$ cat src/rtl/conv_sequencer_if.sv
// Handshake/bus bundle between the convolution sequencer and the memory controller ALU port.
// The master modport is the sequencer side; the slave modport is the controller/top side.
interface conv_sequencer_if #(
    parameter int AW = 17
);
    logic          start;
    logic          pass_thru;
    logic          hold;
    logic [1:0]    kernel_sel_in;
    logic [1:0]    kernel_sel;
    logic [AW-1:0] raddr_alu;
    logic [AW-1:0] waddr_alu;
    logic          wen_alu;
    logic          border_alu;
    logic          busy;
    logic          done;

    modport master (
        input  start, pass_thru, hold, kernel_sel_in,
        output kernel_sel, raddr_alu, waddr_alu, wen_alu, border_alu, busy, done
    );

    modport slave (
        output start, pass_thru, hold, kernel_sel_in,
        input  kernel_sel, raddr_alu, waddr_alu, wen_alu, border_alu, busy, done
    );
endinterface

$ cat src/rtl/conv_sequencer.sv
// Frame scheduler: walks one frame in raster order, issuing read addresses and, ALU_LAT
// cycles later, the matching frame-buffer writes. The kernel selection is frozen per pass.
module conv_sequencer #(
    parameter int IMG_W   = 320,
    parameter int IMG_H   = 240,
    parameter int AW      = 17,
    parameter int ALU_LAT = 2
) (
    input logic              sys_clk,
    input logic              rst,
    conv_sequencer_if.master bus
);
    localparam int XW = $clog2(IMG_W + 1);
    localparam int YW = $clog2(IMG_H + 1);
    localparam logic [XW-1:0] X_LAST = XW'(IMG_W - 1);
    localparam logic [YW-1:0] Y_LAST = YW'(IMG_H - 1);
    localparam logic [AW-1:0] A_LAST = AW'(IMG_W * IMG_H - 1);

    typedef enum logic [1:0] {IDLE, RUN, DRAIN, DONE} state_t;

    typedef struct packed {
        logic          valid;
        logic [AW-1:0] addr;
        logic          border;
    } entry_t;

    state_t        state_q, state_d;
    logic [XW-1:0] x_q, x_d;
    logic [YW-1:0] y_q, y_d;
    logic [AW-1:0] addr_q, addr_d;
    logic [AW-1:0] raddr_q, raddr_d;
    logic [AW-1:0] waddr_q, waddr_d;
    logic [1:0]    kernel_q, kernel_d;
    logic          wen_q, wen_d;
    logic          border_q, border_d;
    logic          busy_q, busy_d;
    logic          done_q, done_d;
    entry_t        line_q [ALU_LAT];
    entry_t        line_d [ALU_LAT];

    logic [XW-1:0] x_cur;
    logic [YW-1:0] y_cur;
    logic [AW-1:0] addr_cur;
    logic          issue;
    logic          line_valid;

    always_comb begin
        // NOTE: every signal gets a default here so no path through the case leaves it unassigned (no latches).
        state_d    = state_q;
        x_d        = x_q;
        y_d        = y_q;
        addr_d     = addr_q;
        raddr_d    = raddr_q;
        kernel_d   = kernel_q;
        x_cur      = x_q;
        y_cur      = y_q;
        addr_cur   = addr_q;
        issue      = 1'b0;
        line_valid = 1'b0;
        for (int i = 0; i < ALU_LAT; i++) begin
            line_valid = line_valid | line_q[i].valid;
        end

        case (state_q)
            IDLE: begin
                // The accepting edge already issues pixel 0 so raddr_alu is valid one cycle after start.
                if (bus.start && !bus.pass_thru) begin
                    state_d  = RUN;
                    kernel_d = bus.kernel_sel_in;
                    x_cur    = '0;
                    y_cur    = '0;
                    addr_cur = '0;
                    x_d      = '0;
                    y_d      = '0;
                    addr_d   = '0;
                    issue    = !bus.hold;
                end
            end
            RUN:     issue = !bus.hold;
            DRAIN:   if (!line_valid) state_d = DONE;
            DONE:    state_d = IDLE;
            default: state_d = IDLE;
        endcase

        if (issue) begin
            raddr_d = addr_cur;
            addr_d  = addr_cur + AW'(1);
            if (x_cur == X_LAST) begin
                x_d = '0;
                y_d = y_cur + YW'(1);
            end else begin
                x_d = x_cur + XW'(1);
            end
            if (addr_cur == A_LAST) state_d = DRAIN;
        end

        line_d[0].valid  = issue;
        line_d[0].addr   = addr_cur;
        line_d[0].border = issue & ((x_cur == '0) | (x_cur == X_LAST) |
                                    (y_cur == '0) | (y_cur == Y_LAST));
        for (int i = 1; i < ALU_LAT; i++) begin
            line_d[i] = line_q[i-1];
        end

        wen_d    = line_q[ALU_LAT-1].valid;
        waddr_d  = line_q[ALU_LAT-1].addr;
        border_d = line_q[ALU_LAT-1].border;
        busy_d   = (state_d == RUN) || (state_d == DRAIN);
        done_d   = (state_d == DONE);
    end

    always_ff @(posedge sys_clk) begin
        if (rst) begin
            state_q  <= IDLE;
            x_q      <= '0;
            y_q      <= '0;
            addr_q   <= '0;
            raddr_q  <= '0;
            waddr_q  <= '0;
            kernel_q <= '0;
            wen_q    <= 1'b0;
            border_q <= 1'b0;
            busy_q   <= 1'b0;
            done_q   <= 1'b0;
            // NOTE: the delay line is reset on purpose so an aborted pass can never retire a stale write.
            for (int i = 0; i < ALU_LAT; i++) begin
                line_q[i] <= '0;
            end
        end else begin
            state_q  <= state_d;
            x_q      <= x_d;
            y_q      <= y_d;
            addr_q   <= addr_d;
            raddr_q  <= raddr_d;
            waddr_q  <= waddr_d;
            kernel_q <= kernel_d;
            wen_q    <= wen_d;
            border_q <= border_d;
            busy_q   <= busy_d;
            done_q   <= done_d;
            line_q   <= line_d;
        end
    end

    assign bus.raddr_alu  = raddr_q;
    assign bus.waddr_alu  = waddr_q;
    assign bus.wen_alu    = wen_q;
    assign bus.border_alu = border_q;
    assign bus.busy       = busy_q;
    assign bus.done       = done_q;
    assign bus.kernel_sel = kernel_q;
endmodule

$ cat src/flat_wrapper.sv
// flat-port wrapper written by rule: the top's interface ports become plain ports
module conv_sequencer_flat 
#(
    parameter int IMG_W   = 320,
    parameter int IMG_H   = 240,
    parameter int AW      = 17,
    parameter int ALU_LAT = 2
)
  (sys_clk, rst, bus_start, bus_pass_thru, bus_hold, bus_kernel_sel_in, bus_kernel_sel, bus_raddr_alu, bus_waddr_alu, bus_wen_alu, bus_border_alu, bus_busy, bus_done);
  conv_sequencer_if #(.AW(AW)) bus_i ();
  input logic sys_clk;
  input logic rst;
  input wire logic [$bits(bus_i.start)-1:0] bus_start;
  input wire logic [$bits(bus_i.pass_thru)-1:0] bus_pass_thru;
  input wire logic [$bits(bus_i.hold)-1:0] bus_hold;
  input wire logic [$bits(bus_i.kernel_sel_in)-1:0] bus_kernel_sel_in;
  output wire logic [$bits(bus_i.kernel_sel)-1:0] bus_kernel_sel;
  output wire logic [$bits(bus_i.raddr_alu)-1:0] bus_raddr_alu;
  output wire logic [$bits(bus_i.waddr_alu)-1:0] bus_waddr_alu;
  output wire logic [$bits(bus_i.wen_alu)-1:0] bus_wen_alu;
  output wire logic [$bits(bus_i.border_alu)-1:0] bus_border_alu;
  output wire logic [$bits(bus_i.busy)-1:0] bus_busy;
  output wire logic [$bits(bus_i.done)-1:0] bus_done;
  assign bus_i.start = bus_start;
  assign bus_i.pass_thru = bus_pass_thru;
  assign bus_i.hold = bus_hold;
  assign bus_i.kernel_sel_in = bus_kernel_sel_in;
  assign bus_kernel_sel = bus_i.kernel_sel;
  assign bus_raddr_alu = bus_i.raddr_alu;
  assign bus_waddr_alu = bus_i.waddr_alu;
  assign bus_wen_alu = bus_i.wen_alu;
  assign bus_border_alu = bus_i.border_alu;
  assign bus_busy = bus_i.busy;
  assign bus_done = bus_i.done;
  conv_sequencer #(.IMG_W(IMG_W), .IMG_H(IMG_H), .AW(AW), .ALU_LAT(ALU_LAT)) u_core (.sys_clk(sys_clk), .rst(rst), .bus(bus_i));
endmodule
$ cat config.mk
export PLATFORM = sky130hd
export DESIGN_NAME = conv_sequencer_flat
export DESIGN_NICKNAME = d
export VERILOG_FILES = /design/src/rtl/conv_sequencer_if.sv /design/src/rtl/conv_sequencer.sv /design/src/flat_wrapper.sv
export SDC_FILE = /design/constraint.sdc
export NUM_CORES = 1
export LEC_CHECK = 0
export CAP_MARGIN = 20
export CELL_PAD_IN_SITES_DETAIL_PLACEMENT = 0
export CELL_PAD_IN_SITES_GLOBAL_PLACEMENT = 1
export CORE_MARGIN = 2
export CORE_UTILIZATION = 46
export DETAILED_ROUTE_END_ITERATION = 10
export PLACE_DENSITY = 0.83
export SYNTH_ARGS = -nofsm -noshare
export SYNTH_HDL_FRONTEND = slang
export SYNTH_SLANG_ARGS = --single-unit
$ cat constraint.sdc
create_clock -name sys_clk -period 4.5 [get_ports sys_clk]
set_input_delay 0.675 -clock sys_clk [delete_from_list [all_inputs] [get_ports sys_clk]]
set_output_delay 0.675 -clock sys_clk [all_outputs]
set_load 0.01 [all_outputs]
Yosys cells after proc, flatten, opt, wreduce, memory -nomap -nowiden
Index checks and enable logic that the tools add are counted.
{"block": "totals", "ff_bits": 114, "out_inout_bits": 40}
{"block": "op_classes", "n_bitwise": 5, "n_reduce_logical": 8, "n_addsub": 3, "n_eq_ne": 9, "n_mux": 18}
{"op": "17-bit two-way mux", "count": 3}
{"op": "9-bit two-way mux", "count": 4}
{"op": "8-bit two-way mux", "count": 4}
{"op": "17-bit by 1-bit adder with 17-bit output (second input constant)", "count": 1}
{"op": "17-bit equality test (second input constant)", "count": 1}
{"op": "9-bit by 1-bit adder with 9-bit output (second input constant)", "count": 1}
{"op": "9-bit equality test (second input constant)", "count": 1}
{"op": "9-bit logical NOT", "count": 1}
{"op": "8-bit by 1-bit adder with 8-bit output (second input constant)", "count": 1}
{"op": "2-bit equality test (second input constant)", "count": 4}
{"op": "8-bit equality test (second input constant)", "count": 1}
{"op": "8-bit logical NOT", "count": 1}
{"op": "2-bit two-way mux", "count": 4}
{"op": "2-bit case mux with 3 select lines", "count": 1}
{"op": "2-bit by 1-bit equality test with 1-bit output (second input constant)", "count": 2}
{"op": "1-bit bitwise OR", "count": 4}
{"op": "1-bit logical NOT", "count": 2}
{"op": "2-bit logical NOT", "count": 1}
{"op": "1-bit case mux with 2 select lines", "count": 1}
{"op": "2-bit AND reduction", "count": 1}
{"op": "1-bit bitwise AND", "count": 1}
{"op": "1-bit logical AND", "count": 1}
{"op": "1-bit logical OR", "count": 1}
{"op": "1-bit two-way mux", "count": 1}

Depth between registers and ports, before layout
{"block": "logic_depth", "depth_word": 9, "depth_mapped": 11, "mapped_depth_nobuf": 9}

Worst setup path before layout
No wires, ideal clock.
{"block": "synth_timing", "path_type": "input-to-reg", "from": "input bus_start", "to": "register u_core.addr_q[14]", "t_required_ps": 4379, "stages": 8, "path_slack_ps": 1653, "t_arrival_ps": 2726, "cell_sequence": "or4b_1 -> clkbuf_1 -> and2_0 -> ha_1 -> nor3b_1 -> o21ai_1 -> nor4_1 -> mux2_2"}
{"block": "synth_between", "elab_chain_cells": 5}
{"item": "start: declaration", "line": "flat_wrapper.sv:13", "text": "input wire logic [$bits(bus_i.start)-1:0] bus_start;"}
{"item": "1-bit logical AND", "line": "conv_sequencer.sv:67", "text": "if (bus.start && !bus.pass_thru) begin"}
{"item": "17-bit two-way mux", "line": "conv_sequencer.sv:67"}
{"item": "17-bit two-way mux", "line": "conv_sequencer.sv:64", "text": "case (state_q)"}
{"item": "named net u_core.addr_cur[0]", "line": "conv_sequencer.sv:43", "text": "logic [AW-1:0] addr_cur;"}
{"item": "17-bit by 1-bit adder with 17-bit output", "line": "conv_sequencer.sv:87", "text": "addr_d = addr_cur + AW'(1);"}
{"item": "17-bit two-way mux", "line": "conv_sequencer.sv:85", "text": "if (issue) begin"}
{"item": "end signal: assignment", "line": "conv_sequencer.sv:133", "text": "addr_q <= addr_d;"}
{"item": "end: declaration", "line": "conv_sequencer.sv:30", "text": "logic [AW-1:0] addr_q, addr_d;"}
The timed path passes the listed nets, and every way through them passes these cells.
A chain may end at the register's enable or synchronous reset.

Worst setup path in the final report
{"block": "layout_timing", "from": "input bus_pass_thru", "to": "register u_core.addr_q[14]"}
{"block": "layout_between", "elab_chain_cells": 6}
{"item": "start: declaration", "line": "flat_wrapper.sv:14", "text": "input wire logic [$bits(bus_i.pass_thru)-1:0] bus_pass_thru;"}
{"item": "1-bit logical NOT", "line": "conv_sequencer.sv:67"}
{"item": "1-bit logical AND", "line": "conv_sequencer.sv:67"}
{"item": "17-bit two-way mux", "line": "conv_sequencer.sv:67"}
{"item": "17-bit two-way mux", "line": "conv_sequencer.sv:64"}
{"item": "named net u_core.addr_cur[0]", "line": "conv_sequencer.sv:43"}
{"item": "17-bit by 1-bit adder with 17-bit output", "line": "conv_sequencer.sv:87"}
{"item": "17-bit two-way mux", "line": "conv_sequencer.sv:85"}
The timed path passes the listed nets, and every way through them passes these cells.

==> flow_summary.yaml <==
place:
  io_buffer_count: 46
  dp_slack_ns: 0.985
  place_congestion: 0.856
  place.detailed.hpwl_um: 5660
  post_place_instance_area_sq_mm: 0.00477
  dp.cells: 587
run_status:
  run_status: "completed"
sta:
  worst_slack_ns: 1.47
  timing_worst_slew_pin_value_ns: 0.706
  timing.final.crit_period_ns: 3.03
  finalClockSkew_ns: 0.00783
  setup_repair_after_global_routing_missed_its_margin: "false"
  timing.fmax_mhz: 330
  slew_violations: 0
  layout_worst_path_cycle_share_pct: 67.3
  setup_total_negative_slack_ns: 0
  hold_viol_final: 0
  setup_violations: 0
  max_slew_margin_pct: 52.9
global_route:
  vias_in_the_first_global_route: 2964
  global_route.usage.total_pct: 17.9
  grt_pass1_wl_um: 14100
  antenna_found_initial: 0
  largest_net_degree_at_the_start_of_global_routing: 75
  grt.overflow.total: 0
worst_setup_path:
  worstPathBufferInverterCount: 2
  worst_path_largest_cell_delay_ns: 0.49
  worst_ep_arrival_time_ns: 3.43
  worst-endpoint-required_ns: 4.90
  crit_path_max_fanout: 21
  setup.worst_path.class: "in -> reg"
  crit_slowest_cell: "sky130_fd_sc_hd__clkdlybuf4s50_1"
  worstSetupStartpointType: "input pin"
  worst_path_cell_chain: "clkdlybuf4s50_1 -> or4b_1 -> buf_4 -> and2_0 -> ha_1 -> nor3b_1 -> o21ai_1 -> nor4_1 -> mux2_2"
  cp_top_family: "simple AND/OR/NAND/NOR gates"
  crit_path_end_kind: "flip-flop"
finish:
  layout.cells.most_common: "sky130_fd_sc_hd__dfxtp_1"
  drive_gt1_share_pct: 11.6
  final_net_count: 507
  sequential_cell_area_sq_mm: 0.00228
  final_area_sq_mm: 0.00534
  multi_input_area_sq_mm: 0.00182
  mostFrequentLayoutCells: "sky130_fd_sc_hd__dfxtp_1 (114), sky130_fd_sc_hd__nand2_1 (49), sky130_fd_sc_hd__nor2b_1 (45), sky130_fd_sc_hd__clkdlybuf4s50_1 (45), sky130_fd_sc_hd__nor2_1 (34)"
  antenna_cells: 0
  filler_cell_count: 785
  area.growth.synth_to_final_pct: 26.1
  finalNonFillerCells: 619
pwr:
  peakVddDrop_v: 0.000244
  power_density_over_cell_area_mw_per_mm2: 447
  design_power_total_uw: 2390
  leakage_uw: 0.00196
yosys:
  ys.warnings.count: 0
  syn-cell-area_sq_mm: 0.00424
  syn_avg_cell_area_sq_um: 9.44
  synth_edf_count: 0
  synthArstFlopShare_pct: 0
  synth_sequential_area_ratio_pct: 53.9
  post_synth_inst_count: 449
  synth_top_area_share_pct: 53.9
  synth.ff_latch_count: 114
  synth.largest_area_cell: "sky130_fd_sc_hd__dfxtp_1"
  dominantRegCellSynth: "sky130_fd_sc_hd__dfxtp_1"
  syn_nets: 461
  synthTopCellsByArea: "sky130_fd_sc_hd__dfxtp_1 (54%), sky130_fd_sc_hd__nor2b_1 (6.6%), sky130_fd_sc_hd__nand2_1 (4.3%)"
  yosys.cell_types.count: 47
route:
  route.detailed.wl_per_inst_um: 13.6
  post_drt_via_cell_ratio: 5.11
  route.final.wire_length_um: 8390
  ant_nets: 0
  routed-via-count: 3166
  drt_pass1_iterations: 5
  detail_route.iter0.violations: 201
  drt_drc_violations_left: 0
floorplan:
  die_width_um: 100
  start_util_pct: 46.5
  floorplan.io_pins: 47
  fp-row-count: 35
  die_h_um: 100
  overall_die_area_sq_mm: 0.0100
  fp.coreArea_sq_mm: 0.00911
clock_tree:
  path_clk_slew_ns: 0.06
  root_driver: "sky130_fd_sc_hd__clkbuf_8"
  hold_buffers: 0
  htree_num_levels: 4
  cts_tree: "done"
  cts_max_path_buffers: 2
  cts_post_setup_buffers_inserted: 0
  cts_inserted_buffers: 17
  clk-insertion-delay-late_ns: 0.51
  cts_resized: 0
  clock-sinks: 114
job:
  drv_cap: 0
min_path:
  worst_hold_path_type: "reg -> reg"
area by class of cell:
class / count / area share [%]
clock inverter: 15 / 3.00
timing repair buffer: 52 / 9.37
tap: 111 / 2.60
multi-input combinational: 303 / 34.1
sequential: 114 / 42.7
inverter: 7 / 0.492
clock buffer: 17 / 7.75
worst register-to-register path, delay by kind of cell, from the launching register on:
family | cells | cell delay [ns]
AOI/OAI and AO/OA | 1 | 0.29
adders and majority gates | 1 | 0.20
buffers and inverters | 1 | 0.23
DFF | 1 | 0.58
muxes | 1 | 0.37
and+or+nand+nor | 4 | 1.25
Yosys cell counts, drive strengths merged, types with 3 or more instances:
| master | number |
|---|---|
| dfxtp | 114 |
| nand2 | 49 |
| nor2b | 45 |
| nor2 | 34 |
| a21oi | 28 |
| clkbuf | 21 |
| and2 | 19 |
| nand3 | 19 |
| mux2 | 12 |
| o21ai | 11 |
| xnor2 | 10 |
| inv | 7 |
| nand4 | 7 |
| nor3 | 7 |
| and3 | 6 |
| nor4 | 6 |
| or3 | 6 |
| ha | 5 |
| buf | 4 |
| nand4b | 4 |
| xor2 | 4 |
| and4 | 3 |
| nor4b | 3 |
| o2111ai | 3 |
final timing paths:
| kind | cells after the start | slack (ns) | endpoint | start |
|---|---|---|---|---|
| setup / recovery | 9 | 1.47 | u_core.addr_q[14]$_SDFF_PP0_ | bus_pass_thru |
| hold reg to reg | 1 | 0.43 | u_core.bus.waddr_alu[8]$_SDFF_PP0_ | u_core.waddr_d[8]$_SDFF_PP0_ |
| setup reg to reg | 8 | 1.48 | u_core.addr_q[14]$_SDFF_PP0_ | u_core.state_q[0]$_SDFF_PP0_ |
| hold / removal | 1 | 0.43 | u_core.bus.waddr_alu[8]$_SDFF_PP0_ | u_core.waddr_d[8]$_SDFF_PP0_ |
layer usage:
| layer | GRT usage (%) | vias up | wire length (um) |
|---|---|---|---|
| met5 | 0 | - | 0 |
| met4 | 7.48 | 0 | 125 |
| met3 | 6.34 | 16 | 501 |
| met2 | 26.1 | 84 | 3660 |
| met1 | 24.2 | 1442 | 4110 |
| li1 | - | 1624 | - |
state kept, by name (all words and copies together) (netlist names), 2 cells and up:
name                   flops
u_core.bus.raddr_alu      17
u_core.addr_q             17
u_core.bus.waddr_alu      17
u_core.state_q             2
u_core.waddr_d            17
u_core.x_q                 9
u_core.y_q                 8
u_core.bus.kernel_sel      2
u_core.line_d             19
cell families (layout without fill, tap and decap cells):
| group | count (synthesis) | count (layout) | share of synthesized area [%] |
|---|---|---|---|
| AND/OR/NAND/NOR | 222 | 222 | 28.7 |
| flip-flops | 114 | 114 | 53.9 |
| AO/OA/AOI/OAI | 50 | 50 | 6.70 |
| buffers and inverters | 32 | 91 | 3.19 |
| XOR/XNOR | 14 | 14 | 2.89 |
| multiplexers | 12 | 12 | 3.19 |
| adder cells (fa/ha/maj) | 5 | 5 | 1.48 |
power by group:
group / internal [uW] / switching [uW]
clock: 760 / 535
sequential: 1020 / 5.79
combinational: 25.5 / 46.8
total: 1800 / 587
through the flow:
stage,util [%],hold slack [ns]
floorplan,-,0.414
CTS,58.7,0.434
detailed placement,52.3,0.420
global route,58.7,0.448
finish,58.7,0.432
global placement,52.3,0.418
No activity file was read; power rests on OpenSTA's default activity.
